File: config.mk
export PLATFORM = sky130hd
export DESIGN_NAME = wb_deserializer
export DESIGN_NICKNAME = d
export VERILOG_FILES = /design/src/rtl/WBDeserializer.sv /design/src/rtl/deserializer_in.sv /design/src/rtl/wb_deserializer.sv
export SDC_FILE = /design/constraint.sdc
export NUM_CORES = 1
export LEC_CHECK = 0
export BUFFER_PORTS_ARGS = -buffer_cell sky130_fd_sc_hd__clkbuf_2
export CAP_MARGIN = 10
export CELL_PAD_IN_SITES_DETAIL_PLACEMENT = 0
export CELL_PAD_IN_SITES_GLOBAL_PLACEMENT = 1
export CORE_UTILIZATION = 43
export CTS_CLUSTER_SIZE = 24
export DETAILED_ROUTE_END_ITERATION = 12
export PLACE_DENSITY_LB_ADDON = 0.1
export SYNTH_ARGS = -nofsm -noshare
export SYNTH_HDL_FRONTEND = slang
export SYNTH_SLANG_ARGS = --single-unit
export TNS_END_PERCENT = 30
File: constraint.sdc
create_clock -name CLK_I -period 2.4 [get_ports CLK_I]
set_input_delay 0.36 -clock CLK_I [delete_from_list [all_inputs] [get_ports CLK_I]]
set_output_delay 0.36 -clock CLK_I [all_outputs]
set_load 0.1 [all_outputs]
File: src/rtl/WBDeserializer.sv
// Shared definitions for the Wishbone packet deserializer: register map,
// packet geometry, framer state encoding and STATUS/CTRL bit positions.
package WBDeserializer;

    // A packet is three 9-bit symbols (k flag + 8 data bits).
    localparam int SYM_BITS = 9;
    localparam int PKT_BITS = 3 * SYM_BITS;

    // Register map; NUM_REGS marks the first undecoded address.
    typedef enum logic [1:0] {
        ADR_DATA   = 2'd0,
        ADR_STATUS = 2'd1,
        ADR_CTRL   = 2'd2,
        NUM_REGS   = 2'd3
    } adr_e;

    localparam int ADDR_SIZE = $bits(adr_e);

    // Framer states.
    typedef enum logic {
        ST_IDLE  = 1'b0,
        ST_SHIFT = 1'b1
    } frm_state_e;

    // STATUS register bit positions.
    localparam int STAT_EMPTY   = 0;
    localparam int STAT_FULL    = 1;
    localparam int STAT_OVF     = 2;
    localparam int STAT_FERR    = 3;
    localparam int STAT_CNT_LSB = 4;
    localparam int STAT_CNT_W   = 4;

    // CTRL register bit positions.
    localparam int CTRL_CLR   = 0;
    localparam int CTRL_FLUSH = 1;

endpackage

File: src/rtl/deserializer_in.sv
// Serial framer: collects PKT_BITS bits (MSB first) while ena_i is high and
// emits a one-cycle pkt_valid_o with the packet; a drop of ena_i mid-packet
// discards the partial packet and pulses ferr_o.
module deserializer_in
    import WBDeserializer::*;
(
    input  logic                clk_i,
    input  logic                rst_ni,
    input  logic                ser_i,
    input  logic                ena_i,
    output logic [PKT_BITS-1:0] data_o,
    output logic                pkt_valid_o,
    output logic                ferr_o
);

    localparam int CNT_W = $clog2(PKT_BITS + 1);

    frm_state_e          state;
    frm_state_e          state_nx;
    logic [PKT_BITS-1:0] shreg;
    logic [PKT_BITS-1:0] shreg_nx;
    logic [CNT_W-1:0]    cnt;
    logic [CNT_W-1:0]    cnt_nx;
    logic                valid_nx;
    logic                ferr_nx;

    // State, shift register, bit counter and the two event pulses.
    always_ff @(posedge clk_i or negedge rst_ni) begin
        if (!rst_ni) begin
            state       <= ST_IDLE;
            shreg       <= '0;
            cnt         <= '0;
            pkt_valid_o <= 1'b0;
            ferr_o      <= 1'b0;
        end else begin
            state       <= state_nx;
            shreg       <= shreg_nx;
            cnt         <= cnt_nx;
            pkt_valid_o <= valid_nx;
            ferr_o      <= ferr_nx;
        end
    end

    // Next-state logic: IDLE takes the first bit directly so that a packet
    // following a completed one on an unbroken ena_i has no gap.
    always_comb begin
        state_nx = state;
        shreg_nx = shreg;
        cnt_nx   = cnt;
        valid_nx = 1'b0;
        ferr_nx  = 1'b0;
        case (state)
            ST_IDLE: begin
                if (ena_i) begin
                    shreg_nx = {shreg[PKT_BITS-2:0], ser_i};
                    cnt_nx   = CNT_W'(1);
                    state_nx = ST_SHIFT;
                end
            end
            ST_SHIFT: begin
                if (ena_i) begin
                    shreg_nx = {shreg[PKT_BITS-2:0], ser_i};
                    if (cnt == CNT_W'(PKT_BITS - 1)) begin
                        cnt_nx   = '0;
                        valid_nx = 1'b1;
                        state_nx = ST_IDLE;
                    end else begin
                        cnt_nx = cnt + 1'b1;
                    end
                end else begin
                    cnt_nx   = '0;
                    ferr_nx  = 1'b1;
                    state_nx = ST_IDLE;
                end
            end
        endcase
    end

    // The register holds the completed packet during the pkt_valid_o cycle.
    assign data_o = shreg;

endmodule

File: src/rtl/wb_deserializer.sv
// Wishbone slave endpoint for the serial link: framer, receive FIFO and a
// three-register bus interface (DATA pop, STATUS, CTRL clear/flush).
//
// Handshake: a request is accepted on a cycle with CYC_I & STB_I while no
// response is showing and the current strobe has not yet been answered; the
// single registered ACK_O or ERR_O follows one cycle later, and a master must
// drop STB_I (or CYC_I) before the next request is taken.
module wb_deserializer #(
    parameter int FIFO_DEPTH = 4,
    parameter int PKT_BITS   = WBDeserializer::PKT_BITS
) (
    input  logic        CLK_I,
    input  logic        RST_NI,
    input  logic        ser_i,
    input  logic        ena_i,
    input  logic        CYC_I,
    input  logic        STB_I,
    input  logic        WE_I,
    input  logic [31:0] ADR_I,
    input  logic [31:0] DAT_I,
    output logic        ACK_O,
    output logic        ERR_O,
    output logic [31:0] DAT_O,
    output logic        irq_o
);

    import WBDeserializer::adr_e;
    import WBDeserializer::ADR_DATA;
    import WBDeserializer::ADR_STATUS;
    import WBDeserializer::ADR_CTRL;
    import WBDeserializer::ADDR_SIZE;
    import WBDeserializer::STAT_EMPTY;
    import WBDeserializer::STAT_FULL;
    import WBDeserializer::STAT_OVF;
    import WBDeserializer::STAT_FERR;
    import WBDeserializer::STAT_CNT_LSB;
    import WBDeserializer::STAT_CNT_W;
    import WBDeserializer::CTRL_CLR;
    import WBDeserializer::CTRL_FLUSH;

    localparam int PTR_W = $clog2(FIFO_DEPTH);

    // Framer outputs
    logic [PKT_BITS-1:0] pkt;
    logic                pkt_valid;
    logic                ferr_evt;

    // FIFO storage and bookkeeping
    logic [PKT_BITS-1:0] mem [FIFO_DEPTH];
    logic [PTR_W-1:0]    wr_ptr;
    logic [PTR_W-1:0]    rd_ptr;
    logic [PTR_W:0]      cnt;
    logic                empty;
    logic                full;
    logic                push;
    logic                pop;
    logic                drop;

    // Sticky flags
    logic                ferr;
    logic                ovf;

    // Bus decode
    adr_e                adr;
    logic                held;
    logic                accept;
    logic                ctrl_wr;
    logic                flush;
    logic                clr;
    logic                req_ok;
    logic [31:0]         rsp_dat;
    logic [31:0]         status;
    logic                unused;

    deserializer_in u_framer (
        .clk_i       (CLK_I),
        .rst_ni      (RST_NI),
        .ser_i       (ser_i),
        .ena_i       (ena_i),
        .data_o      (pkt),
        .pkt_valid_o (pkt_valid),
        .ferr_o      (ferr_evt)
    );

    assign adr     = adr_e'(ADR_I[ADDR_SIZE-1:0]);
    assign accept  = CYC_I & STB_I & ~ACK_O & ~ERR_O & ~held;
    assign empty   = (cnt == '0);
    assign full    = (cnt == (PTR_W+1)'(FIFO_DEPTH));
    assign pop     = accept & ~WE_I & (adr == ADR_DATA) & ~empty;
    assign ctrl_wr = accept & WE_I & (adr == ADR_CTRL);
    assign flush   = ctrl_wr & DAT_I[CTRL_FLUSH];
    assign clr     = ctrl_wr & DAT_I[CTRL_CLR];
    // A pop on the same edge frees the slot, so a full FIFO still accepts.
    assign push    = pkt_valid & ~flush & (~full | pop);
    assign drop    = pkt_valid & ~flush & full & ~pop;
    assign irq_o   = ~empty;
    assign unused  = ^{ADR_I[31:ADDR_SIZE], DAT_I[31:2]};

    // Assemble the STATUS word from the flags and occupancy.
    always_comb begin
        status                               = '0;
        status[STAT_EMPTY]                   = empty;
        status[STAT_FULL]                    = full;
        status[STAT_OVF]                     = ovf;
        status[STAT_FERR]                    = ferr;
        status[STAT_CNT_LSB +: STAT_CNT_W]   = STAT_CNT_W'(cnt);
    end

    // Decide whether the addressed access is legal and what a read returns.
    always_comb begin
        req_ok  = 1'b0;
        rsp_dat = '0;
        case (adr)
            ADR_DATA: begin
                req_ok = ~WE_I & ~empty;
                if (~WE_I & ~empty) rsp_dat = {{(32-PKT_BITS){1'b0}}, mem[rd_ptr]};
            end
            ADR_STATUS: begin
                req_ok = ~WE_I;
                if (~WE_I) rsp_dat = status;
            end
            ADR_CTRL: req_ok = WE_I;
            default:  req_ok = 1'b0;
        endcase
    end

    // FIFO storage write; contents need no reset since cnt gates every read.
    always_ff @(posedge CLK_I) begin
        if (push) mem[wr_ptr] <= pkt;
    end

    // FIFO pointers and occupancy; a flush overrides any push on the same edge.
    always_ff @(posedge CLK_I or negedge RST_NI) begin
        if (!RST_NI) begin
            wr_ptr <= '0;
            rd_ptr <= '0;
            cnt    <= '0;
        end else if (flush) begin
            wr_ptr <= '0;
            rd_ptr <= '0;
            cnt    <= '0;
        end else begin
            if (push) wr_ptr <= wr_ptr + 1'b1;
            if (pop)  rd_ptr <= rd_ptr + 1'b1;
            cnt <= cnt + {{PTR_W{1'b0}}, push} - {{PTR_W{1'b0}}, pop};
        end
    end

    // Sticky error flags; a new event wins over a clear on the same edge.
    always_ff @(posedge CLK_I or negedge RST_NI) begin
        if (!RST_NI) begin
            ferr <= 1'b0;
            ovf  <= 1'b0;
        end else begin
            ferr <= (ferr & ~clr) | ferr_evt;
            ovf  <= (ovf & ~clr) | drop;
        end
    end

    // Registered bus response; held remembers that the current strobe has
    // already been answered so a master holding STB_I gets a single response.
    always_ff @(posedge CLK_I or negedge RST_NI) begin
        if (!RST_NI) begin
            ACK_O <= 1'b0;
            ERR_O <= 1'b0;
            DAT_O <= '0;
            held  <= 1'b0;
        end else begin
            ACK_O <= accept & req_ok;
            ERR_O <= accept & ~req_ok;
            DAT_O <= accept ? rsp_dat : '0;
            held  <= CYC_I & STB_I & (held | accept);
        end
    end

endmodule

# After elaboration in Yosys (flattened, before gate mapping)
# Memory sizes are Yosys's and may differ from the RTL's.
# Cells that the tools add are included.
# classes
addsub,5
eq_ne,5
muxes,26
n_bitwise,36
n_reduce_logical,4
# op_table
operator,count
27-bit two-way mux,2
27-bit one-hot mux with 2 select lines,1
32-bit two-way mux,1
1-bit bitwise AND,21
5-bit two-way mux,3
1-bit inverter,11
1-bit two-way mux,10
5-bit one-hot mux with 2 select lines,1
2-bit two-way mux,4
7-bit two-way mux,1
"5-bit by 1-bit adder with 5-bit output, second input constant",1
"5-bit equality test, second input constant",1
"2-bit by 1-bit adder with 2-bit output, second input constant",2
1-bit bitwise OR,4
2-bit nonzero test,2
3-bit by 1-bit adder with 3-bit output,1
"3-bit equality test, second input constant",1
3-bit zero test,1
3-bit two-way mux,1
1-bit one-hot mux with 3 select lines,1
3-bit by 1-bit subtractor with 3-bit output,1
"2-bit by 1-bit equality test with 1-bit output, second input constant",1
"2-bit equality test, second input constant",1
2-bit zero test,1
2 further kinds,2
# word_totals
regBits,79
mem_bits_rw,108
out_inout_bits,35
mem_count,1
# mem_list
name,depth,word_bits,rd,rd_ports_with_merged_regs,write_ports,line,text
mem,4,27,1,0,1,wb_deserializer.sv:49,logic [PKT_BITS-1:0] mem [FIFO_DEPTH];

# Logic depth before layout (Yosys ltp)
# Gate-level depths: netlist of the first run.
# logic_depth
ltp_word,13
depth_mapped,14
depth_no_buf,13

# Hierarchy
# A second synthesis of the first run with hierarchy kept.
# hier_totals
cells_unflattened,381
hier_area_um2,6977.9
# by_module_without_submodules
mod,n_inst,cells_per_inst,area_per_inst_um2
wb_deserializer,1,286,5586.6
deserializer_in,1,95,1391.3

# Worst setup path after synthesis of the first run
# No wires, ideal clock.
# synth_path
path_type,reg-to-reg
startpoint,register ERR_O
endpoint,register cnt[2]
arrival_time_ns,2.931
required_time_ns,2.280
slack_ns,-0.651
stages_incl_launch_ff,14
n_path_buf,1
period_less_slack_ns,3.051
path_cell_list,dfrtp_1 and4bb_1 and4_4 buf_6 o211a_4 inv_1 ha_1 inv_1 ha_1 inv_1 fa_1 xor2_1 xnor2_1 nor2_1
# synth_via
elab_chain_len,12
elab_cells_between_ends,16
classes_between,add/sub (2); mux (1); bitwise (13)
# synth_rtl
element,line,text
"start, declared",wb_deserializer.sv:22,"output logic ERR_O,"
"start signal, assigned",wb_deserializer.sv:170,ERR_O <= accept & ~req_ok;
1-bit inverter *,wb_deserializer.sv:86,assign accept = CYC_I & STB_I & ~ACK_O & ~ERR_O & ~held;
1-bit bitwise AND * (2 in series),wb_deserializer.sv:86,
1-bit bitwise AND (2 in series),wb_deserializer.sv:90,assign ctrl_wr = accept & WE_I & (adr == ADR_CTRL);
1-bit bitwise AND,wb_deserializer.sv:91,assign flush = ctrl_wr & DAT_I[CTRL_FLUSH];
1-bit inverter,wb_deserializer.sv:94,assign push = pkt_valid & ~flush & (~full | pop);
1-bit bitwise AND (2 in series),wb_deserializer.sv:94,
3-bit by 1-bit adder with 3-bit output,wb_deserializer.sv:145,"cnt <= cnt + {{PTR_W{1'b0}}, push} - {{PTR_W{1'b0}}, pop};"
3-bit by 1-bit subtractor with 3-bit output,wb_deserializer.sv:145,
3-bit two-way mux *,wb_deserializer.sv:138,end else if (flush) begin
"end signal, assigned",wb_deserializer.sv:145,
"end, declared",wb_deserializer.sv:52,logic [PTR_W:0] cnt;
# Mark *: on every way between the ends. The rest lies on a longest branch, timed or not.
# A chain may end at the register's enable or synchronous reset.

# Worst setup path after layout of the first run
# layout_path
startpoint,register cnt[0]
endpoint,register cnt[2]
# layout_via
elab_chain_len,8
elab_cells_between_ends,10
classes_between,add/sub (2); eq/ne (1); mux (1); bitwise (5); reduce/logical (1)
# layout_rtl
element,line,text
3-bit zero test,wb_deserializer.sv:87,assign empty = (cnt == '0);
1-bit inverter,wb_deserializer.sv:89,assign pop = accept & ~WE_I & (adr == ADR_DATA) & ~empty;
1-bit bitwise AND,wb_deserializer.sv:89,
1-bit bitwise OR,wb_deserializer.sv:94,
1-bit bitwise AND,wb_deserializer.sv:94,
3-bit by 1-bit adder with 3-bit output,wb_deserializer.sv:145,
3-bit by 1-bit subtractor with 3-bit output *,wb_deserializer.sv:145,
3-bit two-way mux *,wb_deserializer.sv:138,
# Marked as above.

==> flow_metrics.tcl, run 1 <==
set metrics [dict create \
    hp-start "ser_i" \
    grtUsageTotal_pct 15.9 \
    final_area_um2 8400 \
    async_flop_share_pct 40.7 \
    max_freq_ghz 0.402 \
    syn_to_final_growth_pct 21.0 \
    cp_common_cell "inv_2" \
    r2r_cells 13 \
    power_density_nw_per_um2 892 \
    setup_ws_ns -0.0895 \
    rows 46 \
    drt_iter0_drc 131 \
    clock_latency_ns 0.42 \
    tightest_slew_ns 0.588 \
    hold_class "in -> reg" \
    grt_first_pass_wirelength_um 18900 \
    dieArea_um2 16700 \
    yosysTopAreaCellShare_pct 46.7 \
    vdd_drop_max_v 0.000549 \
    wl_per_cell_um 17.4 \
    cts_buffers 17 \
    drv_slew 0 \
    synth_warnings 0 \
    grt_setup_unrepaired "true" \
    ctsHtreeMaxLevel 4 \
    final_layout_size_suffix_gt1_share_pct 37.4 \
    period_share_pct 104 \
    io_buffers 40 \
    slew-limit-headroom_pct 60.8 \
    setup_viol 1 \
    seq_area_frac_synth_pct 73.4 \
    endpoint_kind "register" \
    die_h_um 129 \
    synth_area_leaders "edfxtp_1, dfrtp_1, mux4_2" \
    grt_max_degree 42 \
    firstDrtPassIters 4 \
    vias 3381 \
    io_pins 106 \
    synth_cell_types 46 \
    cp_num_buf_inv 4 \
    critPathLaunch "cnt[0]$_DFF_PN0_" \
    crit_fanout 3 \
    finClkSkew_ns 0.00840 \
    vias_per_cell 4.93 \
    required_ns 2.71 \
    ys.flop_type "edfxtp_1" \
    critPathTopFamily "adder cells" \
    place_congestion 0.730 \
    r2r_start "cnt[0]$_DFF_PN0_" \
    antenna_left 0 \
    grt_overflow 0 \
    layout.nets 537 \
    violations "setup timing" \
    syn_avg_cell_area_um2 18.4 \
    dpl_cell_area_um2 7680 \
    route.detailed.drc 0 \
    crit_chain "nor3_4, bufinv_8, and4_4, o211a_4, inv_2, ha_4, inv_2, ha_4, inv_2, fa_2, xor2_1, xnor2_1, nor2_1" \
    synth_most_common_cell "edfxtp_1" \
    hold_violations 0 \
    clock_sinks 182 \
    cpPeakStageDelay_ns 0.41 \
    maxCapViolations 0 \
    path_class "reg -> reg" \
    first_global_vias 3439 \
    hold_ws_ns 0.187 \
    min_period_ns 2.49 \
    synth_area_leader_cell "edfxtp_1" \
    die_w_um 129 \
    core_area_um2 15800 \
    drt_wl_total_um 11900 \
    cts_tree "done" \
    synth_edf_count 108 \
    cts-root-buf "clkbuf_16" \
    insertedDiodeCount 0 \
    synth-seq-cells 182 \
    crit_slowest_cell "dfrtp_1" \
    post-place-ws_ns -0.141 \
    path_clk_slew_ns 0.06 \
    syn-cell-area_um2 6940 \
    power.static_leakage_uw 0.00333 \
    fin_tns_setup_ns -0.0895 \
    start_util_pct 43.8 \
    cp-start-kind "register" \
    synthTopCellsByCount "edfxtp_1, dfrtp_1, mux2_2, mux4_2, and2_1" \
    p_total_uw 7490 \
    synth_cells 377 \
    crit_arrival_ns 2.80 \
    antenna_found_initial 0 \
    clock_path_buffers 2 \
    cp.depth 13 \
    status "finished, violations left" \
    min_delay_path_depth 2 \
    hpwl_um 6960 \
]
-- worst register-to-register path, stage by stage (launching register included) --
cell	delay (ns)
dfrtp_1	0.41
nor3_4	0.21
bufinv_8	0.20
and4_4	0.17
o211a_4	0.25
inv_2	0.06
ha_4	0.19
inv_2	0.06
ha_4	0.11
inv_2	0.03
fa_2	0.33
xor2_1	0.16
xnor2_1	0.13
nor2_1	0.05
-- cells by family (layout without fill, tap and decap cells) --
logic type      Yosys count  in the layout  share of synthesized area (%)
compound gates           22             22                           2.56
xor+xnor                  4              4                          0.505
fa+ha+maj                 9              9                           1.73
buf+inv                  27            116                           2.13
flops                   182            182                           73.4
mux                      56             56                           13.4
other cells               1              5                         0.0540
simple gates             76             76                           6.18
-- sequential cells by signal (all words and copies together), names as in the netlist --
signal                cells
ferr                      1
u_framer.pkt_valid_o      1
DAT_O                    27
mem                     108
u_framer.state            1
wr_ptr                    2
u_framer.data_o          27
cnt                       3
held                      1
ERR_O                     1
ACK_O                     1
ovf                       1
u_framer.cnt              5
u_framer.ferr_o           1
rd_ptr                    2
-- layer usage --
layer  part of all wire [%]  global-route usage (%)  wire length (um)
met5                      0                       0                 0
met2                     50                    25.9              6000
met3                    3.2                    4.00               383
met4                    1.4                    6.78               171
met1                     45                    20.5              5370
-- power breakdown --
part | internal [uW] | switching [uW] | leakage (uW) | total [uW]
Sequential | 3750 | 275 | 0.00194 | 4020
Combinational | 185 | 155 | 0.00106 | 340
Clock | 2010 | 1120 | 0.000325 | 3130
-- metrics by stage --
| stage | util [%] | cells |
|---|---|---|
| after floorplan | - | 381 |
| after global placement | 48.5 | 650 |
| after detailed placement | 48.5 | 650 |
| after CTS | 53.1 | 686 |
| after global routing | 53.1 | 686 |
| final | 53.1 | 686 |
-- area by class of cell --
cell class | instances | area, um2
fillers | 1273 | 7430
flip-flops and latches | 182 | 5100
multi-input cells | 172 | 1750
repair buffers | 76 | 551
clock buffers | 20 | 457
well taps | 216 | 270
clock inverters | 12 | 221
inverters | 8 | 43.8
-- worst paths after layout --
| check | end | slack (ns) |
|---|---|---|
| setup / recovery | cnt[2]$_DFF_PN0_ | -0.09 |
| hold / removal | u_framer.data_o[0]$_DFFE_PN0P_ | 0.19 |
| setup reg to reg | cnt[2]$_DFF_PN0_ | -0.09 |
| hold reg to reg | ferr$_DFF_PN0_ | 0.44 |
| max in group asynchronous | DAT_O[25]$_DFF_PN0_ | 1.31 |
| min in group asynchronous | ACK_O$_DFF_PN0_ | 0.48 |
-- layout by cell type (no fill, tap or decap), types with 3 or more instances in the layout --
| cell type | n |
|---|---|
| and2_1 | 24 |
| inv_2 | 3 |
| mux4_2 | 27 |
| nand2_1 | 8 |
| bufinv_16 | 6 |
| clkbuf_16 | 17 |
| nand3_1 | 3 |
| edfxtp_1 | 108 |
| buf_12 | 6 |
| inv_1 | 4 |
| ha_1 | 6 |
| nor2_1 | 19 |
| nor3_1 | 5 |
| a21o_1 | 6 |
| buf_4 | 30 |
| dfrtp_1 | 70 |
| mux2_2 | 27 |
| clkbuf_2 | 39 |
| a22oi_1 | 6 |
| conb_1 | 5 |
-- timing repair --
| action | 4_1_cts | 5_1_grt |
|---|---|---|
| buffers inserted | 3 | 0 |
| resized for setup | 1 | 0 |
| setup endpoints to repair | 1 | 2 |
| endpoints found under the hold margin | 40 | 0 |
| hold buffers | 1 | 0 |
| pin swaps | 6 | 2 |
| cloned | 0 | 0 |
Note: power is estimated with default switching activity, not from simulation.
==> run 2: changes to the inputs <==
CORE_ASPECT_RATIO = 0.9   (was default)
RECOVER_POWER = 100   (was default)
==> run 2 against run 1 <==
  * The flow still finishes with violations (setup timing)
  * Global-route usage up 0.38 points
  * Critical path depth stayed put
  * Core utilization shrank 0.30 points
  * Clock skew is essentially flat
  * Fmax up 0.56%
  * Register-to-register slack about the same
  * Power down 3.2%
  * Via count is 0.71% higher
  * Worst hold slack better by 0.0089 ns
  * Routed wire length grew 1.8%
  * First-iteration DRC count rose by 42%
  * Largest cell class unchanged
  * Largest power group unchanged
==> flow_metrics.tcl, run 2 (same netlist as run 1, synthesis figures left out) <==
set metrics [dict create \
    cts-root-buf "clkbuf_16" \
    regMostFlops "mem" \
    layout.nets 534 \
    grt_overflow 0 \
    final_area_um2 8230 \
    tightest_slew_ns 1.38 \
    period_share_pct 103 \
    status "finished, violations left" \
    power_density_nw_per_um2 881 \
    grtUsageMet3_pct 4.50 \
    largest_reg_flops 108 \
    cpPeakStageDelay_ns 0.41 \
    syn_to_final_growth_pct 18.6 \
    drv_slew 0 \
    grt_busiest_layer "met2" \
    finClkSkew_ns 0.00813 \
    min_period_ns 2.48 \
    crit_fanout 3 \
    io_pins 106 \
    crit_arrival_ns 2.78 \
    insertedDiodeCount 0 \
    clock_latency_ns 0.42 \
    grt_first_pass_wirelength_um 19300 \
    path_class "reg -> reg" \
    grt_max_degree 53 \
    clock_path_buffers 2 \
    vias_per_cell 5.09 \
    first_global_vias 3503 \
    die_h_um 123 \
    endpoint_kind "register" \
    grtUsageTotal_pct 16.3 \
    fin_tns_setup_ns -0.0756 \
    antenna_left 0 \
    drt_iter0_drc 186 \
    crit_slowest_cell "dfrtp_1" \
    path_clk_slew_ns 0.06 \
    final_cell_mix "edfxtp_1, dfrtp_1, clkbuf_1" \
    grt_setup_unrepaired "true" \
    cts_tree "done" \
    dpl_cell_area_um2 7660 \
    hpwl_um 7040 \
    die_w_um 136 \
    core_area_um2 15600 \
    required_ns 2.71 \
    stdcell_count 669 \
    max_freq_ghz 0.404 \
    cts_buffers 17 \
    slew-limit-headroom_pct 7.97 \
    route.detailed.drc 0 \
    p_total_uw 7250 \
    power.static_leakage_uw 0.00316 \
    wl_per_cell_um 18.1 \
    rows 43 \
    cp_common_cell "inv_2" \
    vias 3405 \
    clock_sinks 182 \
    placed_cells 636 \
    ctsHtreeMaxLevel 4 \
    hold_violations 0 \
    final_layout_size_suffix_gt1_share_pct 29.8 \
    setup_ws_ns -0.0756 \
    dieArea_um2 16700 \
    io_buffers 40 \
    cp-start-kind "register" \
    layout_commonest_cell "edfxtp_1" \
    antenna_found_initial 0 \
    setup_viol 1 \
    violations "setup timing" \
    place_congestion 0.807 \
    start_util_pct 44.5 \
    use_met1_pct 20.9 \
    vdd_drop_max_v 0.000608 \
    firstDrtPassIters 4 \
    use_met2_pct 26.6 \
    drt_wl_total_um 12100 \
    hold_class "in -> reg" \
    crit_chain "nor3_4, bufinv_8, and4_4, o211a_4, inv_2, ha_4, inv_2, ha_4, inv_2, fa_2, xor2_1, xnor2_1, nor2_1" \
    maxCapViolations 0 \
]
[run 2: worst paths after layout]
kind	startpoint	to	slack, ns	cells after the start
worst min-delay path	ser_i	u_framer.data_o[0]$_DFFE_PN0P_	0.20	2
worst min register to register	u_framer.ferr_o$_DFF_PN0_	ferr$_DFF_PN0_	0.43	1
worst max register to register	cnt[2]$_DFF_PN0_	cnt[2]$_DFF_PN0_	-0.08	13
min in group asynchronous	RST_NI	ERR_O$_DFF_PN0_	0.25	1
worst max-delay path	cnt[2]$_DFF_PN0_	cnt[2]$_DFF_PN0_	-0.08	13
max in group asynchronous	RST_NI	u_framer.data_o[17]$_DFFE_PN0P_	1.10	2
[run 2: area by class of cell]
| class | instances | area [um2] |
|---|---|---|
| fillers | 1298 | 7370 |
| flip-flops and latches | 182 | 5100 |
| multi-input cells | 172 | 1750 |
| repair buffers | 73 | 458 |
| clock buffers | 20 | 457 |
| well taps | 202 | 253 |
| clock inverters | 12 | 165 |
| inverters | 8 | 43.8 |
[run 2: critical path, delay by kind of cell, from the launching register on]
family                     cells  cell delay [ns]
adders and majority gates      3             0.62
and+or+nand+nor                3             0.43
DFF                            1             0.41
buffers and inverters          4             0.35
xor gates and xnor gates       2             0.31
AOI/OAI and AO/OA              1             0.24
[run 2: what timing repair did]
action,4_1_cts,5_1_grt
pin swaps,0,5
resized for setup,0,1
endpoints found under the setup margin,1,2
buffers inserted,0,1
hold buffers,0,0
[run 2: metal layers]
layer  share of wire [%]  wire length [um]
met5                   0                 0
met2                  49              5970
met3                 3.2               393
met4                 1.4               164
met1                  46              5600
[run 2: power breakdown]
group,switching (uW),internal [uW],total (uW)
sequential,279,3750,4030
clock,1180,1710,2890
combinational,157,178,334
total,1610,5640,7250
[run 2: metrics by stage]
step	setup slack [ns]	utilization, %	hold WS (ns)
after global routing	-0.180	52.8	0.183
after global placement	-0.108	49.1	0.421
after CTS	-0.118	53.1	0.00854
after detailed placement	-0.113	49.1	0.425
after floorplan	-0.252	-	0.0644
final	-0.0756	52.8	0.196
==> run 3: changes to the inputs <==
CORE_ASPECT_RATIO = 2   (was 0.9)
==> run 3 against run 2 <==
  * The flow finishes with violations (capacitance limit, slew limit, setup timing)
  * Sequential share of layout area about the same
  * Sequential cell count did not move
  * Global-route usage up 0.34 points
  * Critical path depth stayed put
  * Critical endpoint unchanged
==> flow_metrics.tcl, run 3 (same netlist as run 1, synthesis figures left out) <==
set metrics [dict create \
    vias 3406 \
    path_class "reg -> reg" \
    ctsHtreeMaxLevel 4 \
    rows 65 \
    hold_class "in -> reg" \
    core_area_um2 15800 \
    grt_first_pass_wirelength_um 20200 \
    min_period_ns 2.50 \
    power.static_leakage_uw 0.00324 \
    status "finished, violations left" \
    finClkSkew_ns 0.00787 \
    violations "capacitance limit, slew limit, setup timing" \
    die_w_um 91.8 \
    route.detailed.drc 0 \
    cts_buffers 17 \
    syn_to_final_growth_pct 18.5 \
    internal_power_uw 5480 \
    drt_iter0_drc 143 \
    regMostFlops "mem" \
    grtUsageMet3_pct 3.02 \
    use_met1_pct 19.2 \
    netSwitchingFraction_pct 21.8 \
    final_layout_size_suffix_gt1_share_pct 35.5 \
    cts-root-buf "clkbuf_16" \
    drv_slew 62 \
    p_switching_uw 1520 \
    clock_path_buffers 2 \
    power_density_nw_per_um2 852 \
    required_ns 2.70 \
    dpl_cell_area_um2 7640 \
    layout_commonest_cell "edfxtp_1" \
    final_cell_mix "edfxtp_1, dfrtp_1, clkbuf_2" \
    fillers 1358 \
    antenna_left 0 \
    die_h_um 182 \
    p_clk_share_pct 37.7 \
    final_area_um2 8230 \
    antenna_found_initial 0 \
    drt_wl_total_um 12600 \
    insertedDiodeCount 0 \
    first_global_vias 3705 \
    setup_ws_ns -0.105 \
    setup_viol 1 \
    max_freq_ghz 0.399 \
    grt_setup_unrepaired "true" \
    vdd_drop_max_v 0.000713 \
    slew-limit-headroom_pct -8.44 \
    fin_tns_setup_ns -0.105 \
    hpwl_um 7670 \
    largest_reg_flops 108 \
    path_clk_slew_ns 0.07 \
    clock_latency_ns 0.42 \
    crit_arrival_ns 2.80 \
    tightest_slew_ns 1.63 \
    cp-start-kind "register" \
    place_congestion 0.763 \
    wl_per_cell_um 18.7 \
    ff_latch_area_um2 5100 \
    cts_tree "done" \
    io_buffers 40 \
    maxCapViolations 1 \
    p_seq_share_pct 57.5 \
    firstDrtPassIters 4 \
    use_met2_pct 29.8 \
    grt_max_degree 62 \
    p_comb_share_pct 4.8 \
    io_pins 106 \
    endpoint_kind "register" \
    grt_busiest_layer "met2" \
    grt_overflow 0 \
    period_share_pct 104 \
    layout.nets 537 \
    start_util_pct 44.0 \
    dieArea_um2 16700 \
    hold_violations 0 \
    cts_hold_buf 0 \
    vias_per_cell 5.08 \
    multi_input_area_um2 1750 \
    grtUsageTotal_pct 16.7 \
    crit_fanout 2 \
    clock_sinks 182 \
    p_total_uw 7000 \
]
## run 3: cell types whose count changed in the layout (fill, tap and decap cells not counted), sizes merged
| cell | previous run | this run |
|---|---|---|
| buf | 25 | 31 |
| bufinv | 4 | 3 |
| clkinv | 4 | 5 |
| clkinvlp | 1 | 2 |
| inv | 11 | 7 |
## run 3: power by group through the flow
stage | sequential [uW] | combinational (uW) | clock, uW
floorplan | 4000 | 255 | 0
global placement | 4060 | 336 | 0
detailed placement | 4090 | 345 | 0
CTS | 4030 | 348 | 2710
global route | 4070 | 370 | 2830
finish | 4030 | 336 | 2640
## run 3: what timing repair did
| item | CTS | global route |
|---|---|---|
| pin swaps | 6 | 3 |
| setup endpoints to repair | 1 | 2 |
| cloned | 0 | 0 |
| gates resized for setup | 1 | 1 |
| buffers inserted | 4 | 1 |
## run 3: path summary, 6_finish.rpt
check / from / endpoint / slack [ns] / cells after the start
min in group asynchronous: RST_NI / DAT_O[25]$_DFF_PN0_ / 0.37 / 1
hold / removal: ser_i / u_framer.data_o[0]$_DFFE_PN0P_ / 0.19 / 2
setup reg to reg: cnt[0]$_DFF_PN0_ / cnt[2]$_DFF_PN0_ / -0.10 / 13
max in group asynchronous: RST_NI / ACK_O$_DFF_PN0_ / 0.88 / 1
hold reg to reg: u_framer.ferr_o$_DFF_PN0_ / ferr$_DFF_PN0_ / 0.43 / 1
setup / recovery: cnt[0]$_DFF_PN0_ / cnt[2]$_DFF_PN0_ / -0.10 / 13
## run 3: per-stage QoR
stage	hold slack, ns	setup WS [ns]	utilization (%)	instances
2_1_floorplan	0.0644	-0.252	-	381
3_3_place_gp	0.421	-0.0897	48.4	634
3_5_place_dp	0.417	-0.0924	48.4	634
4_1_cts	0.0769	-0.0934	52.2	670
5_1_grt	0.191	-0.172	52.1	671
6_report	0.189	-0.105	52.1	671
## run 3: layout make-up
class	instances	area share [%]
Timing Repair Buffer	76	6.24
Clock inverter	9	1.25
Multi-Input combinational cell	172	21.3
Sequential cell	182	62.1
Inverter	8	0.563
Clock buffer	23	5.57
Tap cell	201	3.06
## run 3: routing by layer
layer | wire [um] | vias up
li1 | - | 1572
met1 | 5070 | 1763
met2 | 6990 | 54
met3 | 243 | 17
met4 | 279 | 0
met5 | 0 | -
## run 3: critical path: stages (launching register included)
cell and delay [ns]:
dfrtp_1 0.42, nor3_4 0.21, bufinv_8 0.20, and4_4 0.17, o211a_4 0.25, inv_2 0.06, ha_4 0.19, inv_4 0.05
ha_4 0.11, inv_2 0.03, fa_2 0.32, xor2_1 0.18, xnor2_1 0.14, nor2_1 0.05
